===== src/rtl/change_dispenser.sv =====
// change_dispenser: pays out (balance - PRICE) as change, one coin at a time,
// greedy over 20/10/5 denominations, via a valid/ack handshake to the
// coin-return mechanism. Reports completion, underpayment and unpayable residue.
//
// Optional build macro: CHANGE_INVENTORY_EN
//   Adds per-denomination stock counters (INV_20/INV_10/INV_5 at reset),
//   skips empty denominations and adds the stock_empty output.
//
// Ports:
//   clk          rising-edge clock
//   rst          asynchronous active-low reset
//   sale_valid   one-cycle sale pulse from the vending FSM
//   balance      accumulated balance, sampled when a sale is accepted
//   sale_ready   high in IDLE only (combinational, state decode)
//   coin_out     denomination on offer (5/10/20), 0 when coin_valid=0
//   coin_valid   coin_out valid, held until coin_ack
//   coin_ack     coin-return mechanism took the coin this cycle
//   busy         high in every state except IDLE (combinational, state decode)
//   done         one-cycle pulse at the end of every accepted sale
//   underpay     sticky per sale: balance < PRICE
//   short        sticky per sale: nonzero residue could not be paid
//   coins_paid   coins dispensed for the current/last sale (saturates at 15)
//   stock_empty  all three stock counters are zero (CHANGE_INVENTORY_EN only)
module change_dispenser #(
  parameter int unsigned PRICE  = 40,
  parameter int unsigned BAL_W  = 6,
  parameter int unsigned COIN_W = 5
`ifdef CHANGE_INVENTORY_EN
  ,
  parameter int unsigned INV_20 = 4,
  parameter int unsigned INV_10 = 4,
  parameter int unsigned INV_5  = 8
`endif
) (
  input  logic              clk,
  input  logic              rst,
  input  logic              sale_valid,
  input  logic [BAL_W-1:0]  balance,
  output logic              sale_ready,
  output logic [COIN_W-1:0] coin_out,
  output logic              coin_valid,
  input  logic              coin_ack,
  output logic              busy,
  output logic              done,
  output logic              underpay,
  output logic              short,
  output logic [3:0]        coins_paid
`ifdef CHANGE_INVENTORY_EN
  ,
  output logic              stock_empty
`endif
);

  localparam int unsigned CP_W  = 4;
  localparam int unsigned CNT_W = 4;

  localparam logic [BAL_W-1:0]  PRICE_B = BAL_W'(PRICE);
  localparam logic [BAL_W-1:0]  R20     = BAL_W'(20);
  localparam logic [BAL_W-1:0]  R10     = BAL_W'(10);
  localparam logic [BAL_W-1:0]  R5      = BAL_W'(5);
  localparam logic [COIN_W-1:0] D20     = COIN_W'(20);
  localparam logic [COIN_W-1:0] D10     = COIN_W'(10);
  localparam logic [COIN_W-1:0] D5      = COIN_W'(5);
  localparam logic [CP_W-1:0]   CP_MAX  = '1;

  typedef enum logic [1:0] {IDLE, SELECT, EMIT, FIN} state_t;

  state_t            state, state_d;
  logic [BAL_W-1:0]  rem, rem_d;
  logic [COIN_W-1:0] coin_out_d;
  logic              coin_valid_d;
  logic              done_d;
  logic              underpay_d;
  logic              short_d;
  logic [CP_W-1:0]   coins_paid_d;

  // Denomination availability: stock-limited or unlimited
  logic has20, has10, has5;
  logic take20, take10, take5;

`ifdef CHANGE_INVENTORY_EN
  logic [CNT_W-1:0] cnt20, cnt20_d;
  logic [CNT_W-1:0] cnt10, cnt10_d;
  logic [CNT_W-1:0] cnt5, cnt5_d;
  logic             stock_empty_d;

  assign has20 = (cnt20 != '0);
  assign has10 = (cnt10 != '0);
  assign has5  = (cnt5 != '0);
`else
  assign has20 = 1'b1;
  assign has10 = 1'b1;
  assign has5  = 1'b1;
`endif

  // Greedy pick, falling through to the next smaller usable denomination
  assign take20 = (rem >= R20) && has20;
  assign take10 = (rem >= R10) && has10;
  assign take5  = (rem >= R5) && has5;

  assign busy       = (state != IDLE);
  assign sale_ready = (state == IDLE);

  // Next-state and registered-output logic
  always_comb begin
    state_d      = state;
    rem_d        = rem;
    coin_out_d   = coin_out;
    coin_valid_d = coin_valid;
    done_d       = 1'b0;
    underpay_d   = underpay;
    short_d      = short;
    coins_paid_d = coins_paid;
`ifdef CHANGE_INVENTORY_EN
    cnt20_d      = cnt20;
    cnt10_d      = cnt10;
    cnt5_d       = cnt5;
`endif

    case (state)
      IDLE: begin
        if (sale_valid) begin
          underpay_d   = 1'b0;
          short_d      = 1'b0;
          coins_paid_d = '0;
          if (balance >= PRICE_B) begin
            rem_d = balance - PRICE_B;
          end else begin
            rem_d      = '0;
            underpay_d = 1'b1;
          end
          state_d = SELECT;
        end
      end

      SELECT: begin
        if (take20) begin
          coin_out_d   = D20;
          coin_valid_d = 1'b1;
          state_d      = EMIT;
        end else if (take10) begin
          coin_out_d   = D10;
          coin_valid_d = 1'b1;
          state_d      = EMIT;
        end else if (take5) begin
          coin_out_d   = D5;
          coin_valid_d = 1'b1;
          state_d      = EMIT;
        end else begin
          // Residue below 5, or no usable stock left for it
          if (rem != '0) begin
            short_d = 1'b1;
          end
          done_d  = 1'b1;
          state_d = FIN;
        end
      end

      EMIT: begin
        if (coin_ack) begin
          rem_d        = rem - BAL_W'(coin_out);
          coins_paid_d = (coins_paid == CP_MAX) ? coins_paid : coins_paid + CP_W'(1);
          coin_valid_d = 1'b0;
          coin_out_d   = '0;
`ifdef CHANGE_INVENTORY_EN
          if (coin_out == D20) begin
            cnt20_d = cnt20 - CNT_W'(1);
          end else if (coin_out == D10) begin
            cnt10_d = cnt10 - CNT_W'(1);
          end else begin
            cnt5_d = cnt5 - CNT_W'(1);
          end
`endif
          state_d = SELECT;
        end
      end

      FIN: begin
        state_d = IDLE;
      end

      default: begin
        state_d = IDLE;
      end
    endcase

`ifdef CHANGE_INVENTORY_EN
    stock_empty_d = (cnt20_d == '0) && (cnt10_d == '0) && (cnt5_d == '0);
`endif
  end

  // State and output registers
  always_ff @(posedge clk or negedge rst) begin
    if (!rst) begin
      state      <= IDLE;
      rem        <= '0;
      coin_out   <= '0;
      coin_valid <= 1'b0;
      done       <= 1'b0;
      underpay   <= 1'b0;
      short      <= 1'b0;
      coins_paid <= '0;
`ifdef CHANGE_INVENTORY_EN
      cnt20       <= CNT_W'(INV_20);
      cnt10       <= CNT_W'(INV_10);
      cnt5        <= CNT_W'(INV_5);
      stock_empty <= (INV_20 == 0) && (INV_10 == 0) && (INV_5 == 0);
`endif
    end else begin
      state      <= state_d;
      rem        <= rem_d;
      coin_out   <= coin_out_d;
      coin_valid <= coin_valid_d;
      done       <= done_d;
      underpay   <= underpay_d;
      short      <= short_d;
      coins_paid <= coins_paid_d;
`ifdef CHANGE_INVENTORY_EN
      cnt20       <= cnt20_d;
      cnt10       <= cnt10_d;
      cnt5        <= cnt5_d;
      stock_empty <= stock_empty_d;
`endif
    end
  end

endmodule


===== config.mk =====
export PLATFORM = sky130hd
export DESIGN_NAME = change_dispenser
export DESIGN_NICKNAME = d
export VERILOG_FILES = /design/src/rtl/change_dispenser.sv
export SDC_FILE = /design/constraint.sdc
export NUM_CORES = 1
export LEC_CHECK = 0
export CORE_MARGIN = 5
export CORE_UTILIZATION = 40
export CTS_BUF_LIST = sky130_fd_sc_hd__clkbuf_2 sky130_fd_sc_hd__clkbuf_4 sky130_fd_sc_hd__clkbuf_8
export DETAILED_ROUTE_END_ITERATION = 8
export PLACE_DENSITY = 0.68
export RECOVER_POWER = 100
export SETUP_SLACK_MARGIN = 0.4
export SLEW_MARGIN = 5
export SYNTH_ARGS = -nofsm -noshare
export SYNTH_HDL_FRONTEND = slang
export SYNTH_SLANG_ARGS = --single-unit
export TNS_END_PERCENT = 100

===== constraint.sdc =====
create_clock -name clk -period 1.73 [get_ports clk]
set_clock_uncertainty 0.2 [all_clocks]
set_input_delay 0.2595 -clock clk [delete_from_list [all_inputs] [get_ports clk]]
set_output_delay 0.2595 -clock clk [all_outputs]
set_load 0.05 [all_outputs]

==> impl_results.md, run 1 <==
- Outcome: finished with violations
- Failing checks: setup timing
- Worst slew margin: 0.642
- Critical Path Max Stage Delay: 0.42 ns
- Fmax: 535 MHz
- Worst hold path class: in -> async
- Clk slew on worst S/H paths: 0.13 ns
- Vias in the first global route: 1282
- Final instance area: 0.00226 mm^2
- Least-Margin Pin Slew: 0.537 ns
- CTS tree: built
- Hold buffer count at CTS: 0
- Die X-Extent: 66.0 um
- Share of cells above drive strength 1: 0.544
- Antenna cells: 0
- Hold violation count in the final report: 0
- # DRC: 0
- Crit-path max FO: 5
- Placer Congestion: 0.807
- Num CTS Buffers: 3
- Total grt overflow: 0
- Xor and xnor area share after synthesis: 0.0349
- EDFF count, synth: 0
- Final setup fails: 11
- Sequential share of the synthesized area: 0.399
- Initial Utilization: 0.414
- Core Region: 0.00303 mm^2
- Top cell type's share of synthesized area: 0.399
- IO Port Bufs: 24
- Post-synth top area cell: dfrtp_1
- Peak supply drop: 1190 uV
- Post-Syn Nets: 157
- Vias per cell: 4.97
- Initial DRC count: 30
- Clk root buf: clkbuf_4
- Final setup margin: -0.138 ns
- IO Pins: 25
- DP HPWL: 2460 um
- CTS H-Tree Depth: 1
- WL final: 3570 um
- Synth Area in Adders: 0.136
- Final ANT Viol Nets: 0
- Seq cells post-synth: 20
- Clk Latency, worst-skew pair: 0.31 ns
- Syn Inst Count: 134
- Avg WL per Cell: 14.3 um
- Die H: 66.0 um
- Ys async rst share: 1.00
- Crit share post-route: 1.08
- Post-synth top flop: dfrtp_1
- Die ar.: 0.00436 mm^2
- Crit. End Element: flop
- Synthesized area: 0.00125 mm^2
- Post-synthesis area per instance: 9.37 um^2
- Dpl ws: -0.239 ns
- All-Layer GR Usage: 0.179
- Row cnt: 20
- Area contributors post-synth: dfrtp_1 (40%), ha_1 (12%), o21ai_0 (4.8%)
- Post-layout util: 0.746
- First-pass GRT wire length: 5950 um
- Initial antenna violation count: 0
- Synth unique cells: 37
- CP bufs+invs: 1
- Compound-cell area share of the yosys netlist: 0.156
- RSZ-0062 raised after global routing: yes
- Pre-antenna DRT Iters: 4
- Yosys warning count: 0
- Power density over the cells: 2220 mW/mm^2
- Final nets: 230
- CTS Buffer Depth: 2
- Maximum number of pins on one net before global-route repair: 21
- Critical path, cell by cell: inv_2, ha_4, nor2b_4, nor3_4, nand3_1, o21ai_0, a311o_1
- Via count: 1243
- Most frequent cell after synthesis: dfrtp_1
- Max Cap Violations: 0
- Cell family with most CP delay: compound AO/OA/AOI/OAI gates
- Post-synthesis simple-gate area fraction: 0.189
- Area delta synth->final: 80.0%
- Slew Limit Fails: 0
- Min Tclk post-route: 1.87 ns
- Synth cell count leaders: dfrtp_1 (20), inv_1 (16), ha_1 (12), nor2_1 (12), o21ai_0 (12)
- Clk sink count: 20
- Critical-path top delay cell: dfrtp_1
- Mux cell area share after synthesis: 0.0249
- Crit start category: flop
- Setup Crit Path Kind: reg -> reg
- Data required, critical path: 1.74 ns
- Cell area after placement: 0.00197 mm^2
- Static leakage: 1.05 nW
- Main combinational cell family by area after synthesis: simple AND/OR/NAND/NOR gates
- Crit path DAT: 1.88 ns
## final cells by class
type | count | area (um^2)
multi-input cells | 95 | 852
fillers | 212 | 769
repair buffers | 71 | 744
flip-flops and latches | 20 | 512
inverters | 16 | 65.1
well taps | 44 | 55.1
clock buffers | 4 | 30.0
## where the power goes
part	total, W	switching (W)	internal [W]	leakage, nW
sequential	0.000838	0.000164	0.000674	0.239
combinational	0.00391	0.00191	0.00200	0.797
clock	0.000262	0.000156	0.000106	0.0184
total	0.00501	0.00222	0.00278	1.05
## placed cells by master (no fill, tap or decap), types with 2 or more instances in the layout
cell	n
a22oi_1	2
inv_4	2
buf_12	10
a21oi_2	4
nor2_2	4
buf_4	29
a21oi_1	6
clkdlybuf4s50_1	8
dfrtp_1	11
o21ai_0	4
inv_2	5
a21o_1	2
o21ai_1	5
inv_1	9
nor2_4	2
ha_4	6
dlymetal6s2s_1	2
a22o_1	2
a32o_1	2
buf_6	17
mux2i_1	2
nor2b_4	2
nand2_1	8
nor2_1	6
dfrtp_2	9
ha_1	6
nand3_2	3
o21ai_2	3
clkbuf_4	4
xor2_1	4
nor2b_1	2
clkbuf_2	4
## sequential cells by signal, indices dropped and copies added (netlist names)
name	cells
rem	6
coin_out	4
short	1
done	1
state	2
coins_paid	4
coin_valid	1
underpay	1
## worst reg2reg max path, stage by stage, from the launching register on
cell and delay, ns:
dfrtp_1 0.42, inv_2 0.12, ha_4 0.18, nor2b_4 0.23, nor3_4 0.09, nand3_1 0.12, o21ai_0 0.10, a311o_1 0.33
## layer usage
metal  track usage  part of all wire  wire length (um)
met1         0.210              0.42              1500
met2         0.332              0.53              1890
met3        0.0255             0.032               114
met4        0.0533             0.016                58
met5             0                 0                 0
## final timing paths
| check | start | endpoint | slack [ns] | cells past startpoint |
|---|---|---|---|---|
| max | state[0]$_DFFE_PN0P_ | rem[5]$_DFFE_PN0P_ | -0.14 | 7 |
| min | rst | rem[4]$_DFFE_PN0P_ | 0.24 | 2 |
| max reg2reg | state[0]$_DFFE_PN0P_ | rem[5]$_DFFE_PN0P_ | -0.14 | 7 |
| min reg2reg | coin_valid$_DFFE_PN0P_ | coin_valid$_DFFE_PN0P_ | 0.29 | 1 |
| max in group asynchronous | rst | coin_out[2]$_DFFE_PN0P_ | 0.68 | 2 |
| min in group clk | coin_valid$_DFFE_PN0P_ | coin_valid$_DFFE_PN0P_ | 0.29 | 1 |
## kinds of logic (layout without fill, tap and decap cells)
kind of cell	Yosys count	after routing
xor+xnor	5	5
simple gates	42	42
flops	20	20
fa+ha+maj	13	13
mux	3	3
buf+inv	19	91
compound gates	32	32
## stage by stage
step / hold slack, ns / TNS, ns / power (W) / std cells
3_5_place_dp: 0.311 / -1.43 / 0.00405 / 230
3_3_place_gp: 0.296 / -0.744 / 0.00395 / 230
4_1_cts: 0.0965 / -0.485 / 0.00482 / 243
2_1_floorplan: -0.236 / -0.628 / 0.00271 / 134
6_report: 0.243 / -0.606 / 0.00501 / 250
5_1_grt: 0.278 / -1.96 / 0.00538 / 250
## what timing repair did
action	4_1_cts	5_1_grt
cloned	0	0
pin swaps	13	7
gates resized for setup	40	17
setup buffers	9	7
endpoints found under the setup margin	35	35
No activity file was read; power rests on OpenSTA's default activity.
==> run 2, diff against run 1 <==
CORE_UTILIZATION = 48   (was 40)
PLACE_DENSITY = 0.79   (was 0.68)
==> impl_results.md, run 2 (same netlist as run 1, synthesis figures left out) <==
- Crit path DAT: 2.01 ns
- Die H: 61.1 um
- Setup Crit Path Kind: reg -> reg
- Critical Path Max Stage Delay: 0.43 ns
- Max Cap Violations: 0
- Commonest non-fill, non-tap cell in the layout: buf_4
- Slew Limit Fails: 0
- # DRC: 0
- Worst slew margin: 0.224
- IO Port Bufs: 24
- DP HPWL: 2570 um
- Flop pwr share: 0.155
- Commonest non-fill, non-tap cells in the layout: buf_4 (36), dfrtp_1 (14), buf_6 (14)
- Top Registers: rem x6, coin_out x4, coins_paid x4
- Largest Register: rem
- WL final: 5210 um
- Critical-path top delay cell: dfrtp_2
- Crit. End Element: flop
- Share of cells above drive strength 1: 0.562
- Clk root buf: clkbuf_4
- P_int: 0.00290 W
- Final setup margin: -0.260 ns
- Placed Instances: 216
- CTS tree: built
- CTS Buffer Depth: 2
- RSZ-0062 raised after global routing: yes
- Num CTS Buffers: 3
- Peak supply drop: 2280 uV
- Vias per cell: 5.99
- Static leakage: 1.06 nW
- Dpl ws: -0.220 ns
- Initial Utilization: 0.502
- Least-Margin Pin Slew: 1.16 ns
- Die ar.: 0.00374 mm^2
- Outcome: finished with violations
- Net Sw Power: 0.00264 W
- Via count: 1437
- Placer Congestion: 0.814
- Hold buffer count at CTS: 0
- Pre-antenna DRT Iters: 5
- Power density over the cells: 2430 mW/mm^2
- Hold violation count in the final report: 0
- Maximum number of pins on one net before global-route repair: 21
- Fmax: 502 MHz
- All-Layer GR Usage: 0.259
- Clk sink count: 20
- Filler cells: 88
- Final hold slack: 0.345 ns
- Final cell count without fillers: 240
- Switching Share: 0.477
- Antenna cells: 0
- Critical path, cell by cell: inv_2, ha_1, nand3b_1, a21boi_1, o21ai_1, and3_1, a311o_1
- Failing checks: setup timing
- Final setup fails: 18
- Row cnt: 18
- IO Pins: 25
- Die X-Extent: 61.1 um
- Flip-flop count of the largest register after layout: 6
- Combinational power share: 0.791
- Cell area after placement: 0.00194 mm^2
- Vias in the first global route: 1414
- Core Region: 0.00250 mm^2
- Final instance area: 0.00228 mm^2
- Total grt overflow: 0
- Clk slew on worst S/H paths: 0.14 ns
- CTS H-Tree Depth: 1
- Clk Latency, worst-skew pair: 0.33 ns
- Crit-path max FO: 3
- Min Tclk post-route: 1.99 ns
- Data required, critical path: 1.75 ns
- Clock power share: 0.055
- Area delta synth->final: 81.9%
- Crit start category: flop
- Worst hold path class: reg -> reg
- Final ANT Viol Nets: 0
- First-pass GRT wire length: 6960 um
- Crit share post-route: 1.15
- Post-layout util: 0.913
- Initial antenna violation count: 0
- Initial DRC count: 82
- Final nets: 234
- Avg WL per Cell: 21.7 um
[run 2: cell count changes in the layout (fill, tap and decap cells not counted), moves of 3 or more]
cell	before	now
a21oi_1	6	2
dfrtp_2	9	6
buf_6	17	14
a21oi_2	4	7
dfrtp_1	11	14
buf_4	29	36
[run 2: final timing paths]
kind                                                 to  slack, ns               startpoint  cells after the start
worst max register to register       rem[5]$_DFFE_PN0P_      -0.26  coin_out[3]$_DFFE_PN0P_                      7
min in group asynchronous          underpay$_DFFE_PN0P_       0.39                      rst                      2
max in group asynchronous       coin_out[2]$_DFFE_PN0P_       0.16                      rst                      2
worst min register to register     underpay$_DFFE_PN0P_       0.34     underpay$_DFFE_PN0P_                      1
worst min-delay path               underpay$_DFFE_PN0P_       0.34     underpay$_DFFE_PN0P_                      1
worst max-delay path                 rem[5]$_DFFE_PN0P_      -0.26  coin_out[3]$_DFFE_PN0P_                      7
[run 2: worst max-delay path, delay by kind of cell, from the launching register on]
family,cells,cell delay (ns)
adders and majority gates,1,0.28
buffers and inverters,1,0.05
DFF,1,0.43
and+or+nand+nor,2,0.33
AOI/OAI and AO/OA,3,0.59
[run 2: area by class of cell]
cell class,count,area [um^2],share of cell area
Multi-Input combinational cell,95,876,0.384
Timing Repair Buffer,75,762,0.334
Sequential cell,20,508,0.223
Inverter,16,62.6,0.0274
Tap cell,30,37.5,0.0164
Clock buffer,4,36.3,0.0159
[run 2: power groups by stage]
stage / Combinational [W] / Sequential [W] / Clock, W
floorplan: 0.00154 / 0.00116 / 0
global placement: 0.00311 / 0.000817 / 0
detailed placement: 0.00321 / 0.000831 / 0
CTS: 0.00361 / 0.000833 / 0.000296
global route: 0.00458 / 0.000868 / 0.000327
finish: 0.00438 / 0.000856 / 0.000304
[run 2: metrics by stage]
stage	total power [W]	setup TNS [ns]
5_1_grt	0.00578	-2.90
6_report	0.00554	-1.45
3_5_place_dp	0.00405	-1.25
4_1_cts	0.00474	-0.368
3_3_place_gp	0.00393	-0.686
2_1_floorplan	0.00271	-0.628
[run 2: timing repair]
action,4_1_cts,5_1_grt
gates resized for setup,28,32
pin swaps,9,11
endpoints found under the setup margin,35,35
setup buffers,12,8
[run 2: per-layer routing]
metal / track usage / part of all wire / vias up
met5: 0 / 0 / -
met2: 0.477 / 0.50 / 106
met1: 0.294 / 0.37 / 692
li1: - / - / 611
met3: 0.0419 / 0.080 / 28
met4: 0.108 / 0.055 / 0
==> run 3, diff against run 2 <==
CORE_MARGIN = 2   (was 5)
==> impl_results.md, run 3 (same netlist as run 1, synthesis figures left out) <==
- Commonest non-fill, non-tap cell in the layout: buf_4
- # DRC: 0
- Min Tclk post-route: 2.02 ns
- Least-Margin Pin Slew: 0.574 ns
- Clk sink count: 20
- Num CTS Buffers: 3
- Final ANT Viol Nets: 0
- Pre-antenna DRT Iters: 5
- Critical Path Max Stage Delay: 0.40 ns
- Crit start category: flop
- Critical path, cell by cell: inv_2, ha_4, buf_8, and4_4, nor4_4, nand4_1, xor2_1, nor2_1
- Grt met2 use: 0.577
- Setup Crit Path Kind: reg -> reg
- Top Registers: rem x6, coin_out x4, coins_paid x4
- Avg WL per Cell: 25.0 um
- Critical-path top delay cell: dfrtp_1
- Vias in the first global route: 1418
- Maximum number of pins on one net before global-route repair: 21
- Final setup margin: -0.295 ns
- CTS tree: built
- Crit share post-route: 1.17
- Data required, critical path: 1.75 ns
- RSZ-0062 raised after global routing: yes
- Cell area after placement: 0.00194 mm^2
- Vias per cell: 6.36
- Clk slew on worst S/H paths: 0.15 ns
- CTS Buffer Depth: 2
- Fmax: 494 MHz
- Initial Utilization: 0.507
- Final nets: 233
- IO Pins: 25
- Core Region: 0.00248 mm^2
- Antenna cells: 0
- Crit path DAT: 2.04 ns
- Outcome: finished with violations
- DP HPWL: 2560 um
- Crit-path max FO: 4
- Commonest non-fill, non-tap cells in the layout: buf_4 (33), buf_6 (15), dfrtp_1 (13)
- Total grt overflow: 0
- Grt met3 use: 0.0376
- Cell family with most CP delay: simple AND/OR/NAND/NOR gates
- Initial antenna violation count: 0
- Placer Congestion: 0.797
- Slew Limit Fails: 0
- Failing checks: setup timing
- Most Crowded Layer GR: met2
- CP bufs+invs: 2
- Initial DRC count: 113
- Final instance area: 0.00232 mm^2
- GR Util met1: 0.391
- Final hold slack: 0.266 ns
- All-Layer GR Usage: 0.325
- Largest Register: rem
- IO Port Bufs: 24
- Max Cap Violations: 0
- Row cnt: 18
- Hold violation count in the final report: 0
- Die ar.: 0.00304 mm^2
- Flip-flop count of the largest register after layout: 6
- Post-layout util: 0.937
- Crit. End Element: flop
- Clk Latency, worst-skew pair: 0.33 ns
- Area delta synth->final: 85.0%
- Worst hold path class: in -> async
- Via count: 1519
- Worst slew margin: 0.618
- CTS H-Tree Depth: 1
- Die X-Extent: 55.1 um
- Clk root buf: clkbuf_4
- Share of cells above drive strength 1: 0.569
- Final setup fails: 20
- WL final: 5980 um
- First-pass GRT wire length: 6800 um
- Setup_tns: -3.70 ns
- Die H: 55.1 um
[run 3: cell types whose count changed in the layout (fill, tap and decap cells not counted), sizes merged]
cell,before,now
buf,61,60
bufinv,0,1
clkbuf,9,7
clkdlybuf4s50,9,8
dlygate4sd3,0,1
dlymetal6s2s,0,1
[run 3: final timing paths]
check | endpoint | startpoint | cells past startpoint | slack [ns]
min reg2reg | underpay$_DFFE_PN0P_ | underpay$_DFFE_PN0P_ | 2 | 0.42
max in group asynchronous | state[1]$_DFFE_PN0P_ | rst | 2 | 0.64
max reg2reg | coins_paid[3]$_DFFE_PN0P_ | state[0]$_DFFE_PN0P_ | 8 | -0.29
min in group clk | underpay$_DFFE_PN0P_ | underpay$_DFFE_PN0P_ | 2 | 0.42
max | coins_paid[3]$_DFFE_PN0P_ | state[0]$_DFFE_PN0P_ | 8 | -0.29
min | coins_paid[1]$_DFFE_PN0P_ | rst | 2 | 0.27
[run 3: layout make-up]
class,count,area [um^2]
multi-input cells,95,886
repair buffers,74,774
flip-flops and latches,20,509
fillers,68,155
inverters,16,62.6
well taps,30,37.5
clock inverters,1,30.0
clock buffers,3,22.5
[run 3: per-layer routing]
layer | share of wire | up-vias
met3 | 0.085 | 41
met1 | 0.37 | 735
met5 | 0 | -
li1 | - | 608
met2 | 0.48 | 135
met4 | 0.066 | 0
[run 3: what timing repair did]
item	4_1_cts	5_1_grt
endpoints found under the setup margin	34	35
resized for setup	31	31
hold buffers	0	0
setup buffers	11	9
cloned	0	0
pin swaps	13	7
[run 3: metrics by stage]
stage          setup WS, ns  std cells
6_report             -0.295        239
5_1_grt              -0.322        239
4_1_cts              -0.136        230
3_5_place_dp         -0.205        215
3_3_place_gp         -0.137        215
2_1_floorplan        -0.205        134
[run 3: worst register-to-register path, delay by kind of cell, from the launching register on]
kind / cells / cell delay [ns]
adder cells (fa/ha/maj): 1 / 0.19
XOR/XNOR: 1 / 0.19
AND/OR/NAND/NOR: 4 / 0.73
buffers and inverters: 2 / 0.22
flip-flops: 1 / 0.40
Power of run 3 is left out: the tool's default activity adds up to more than one toggle a clock period on the data nets, which glitch-free logic cannot reach.
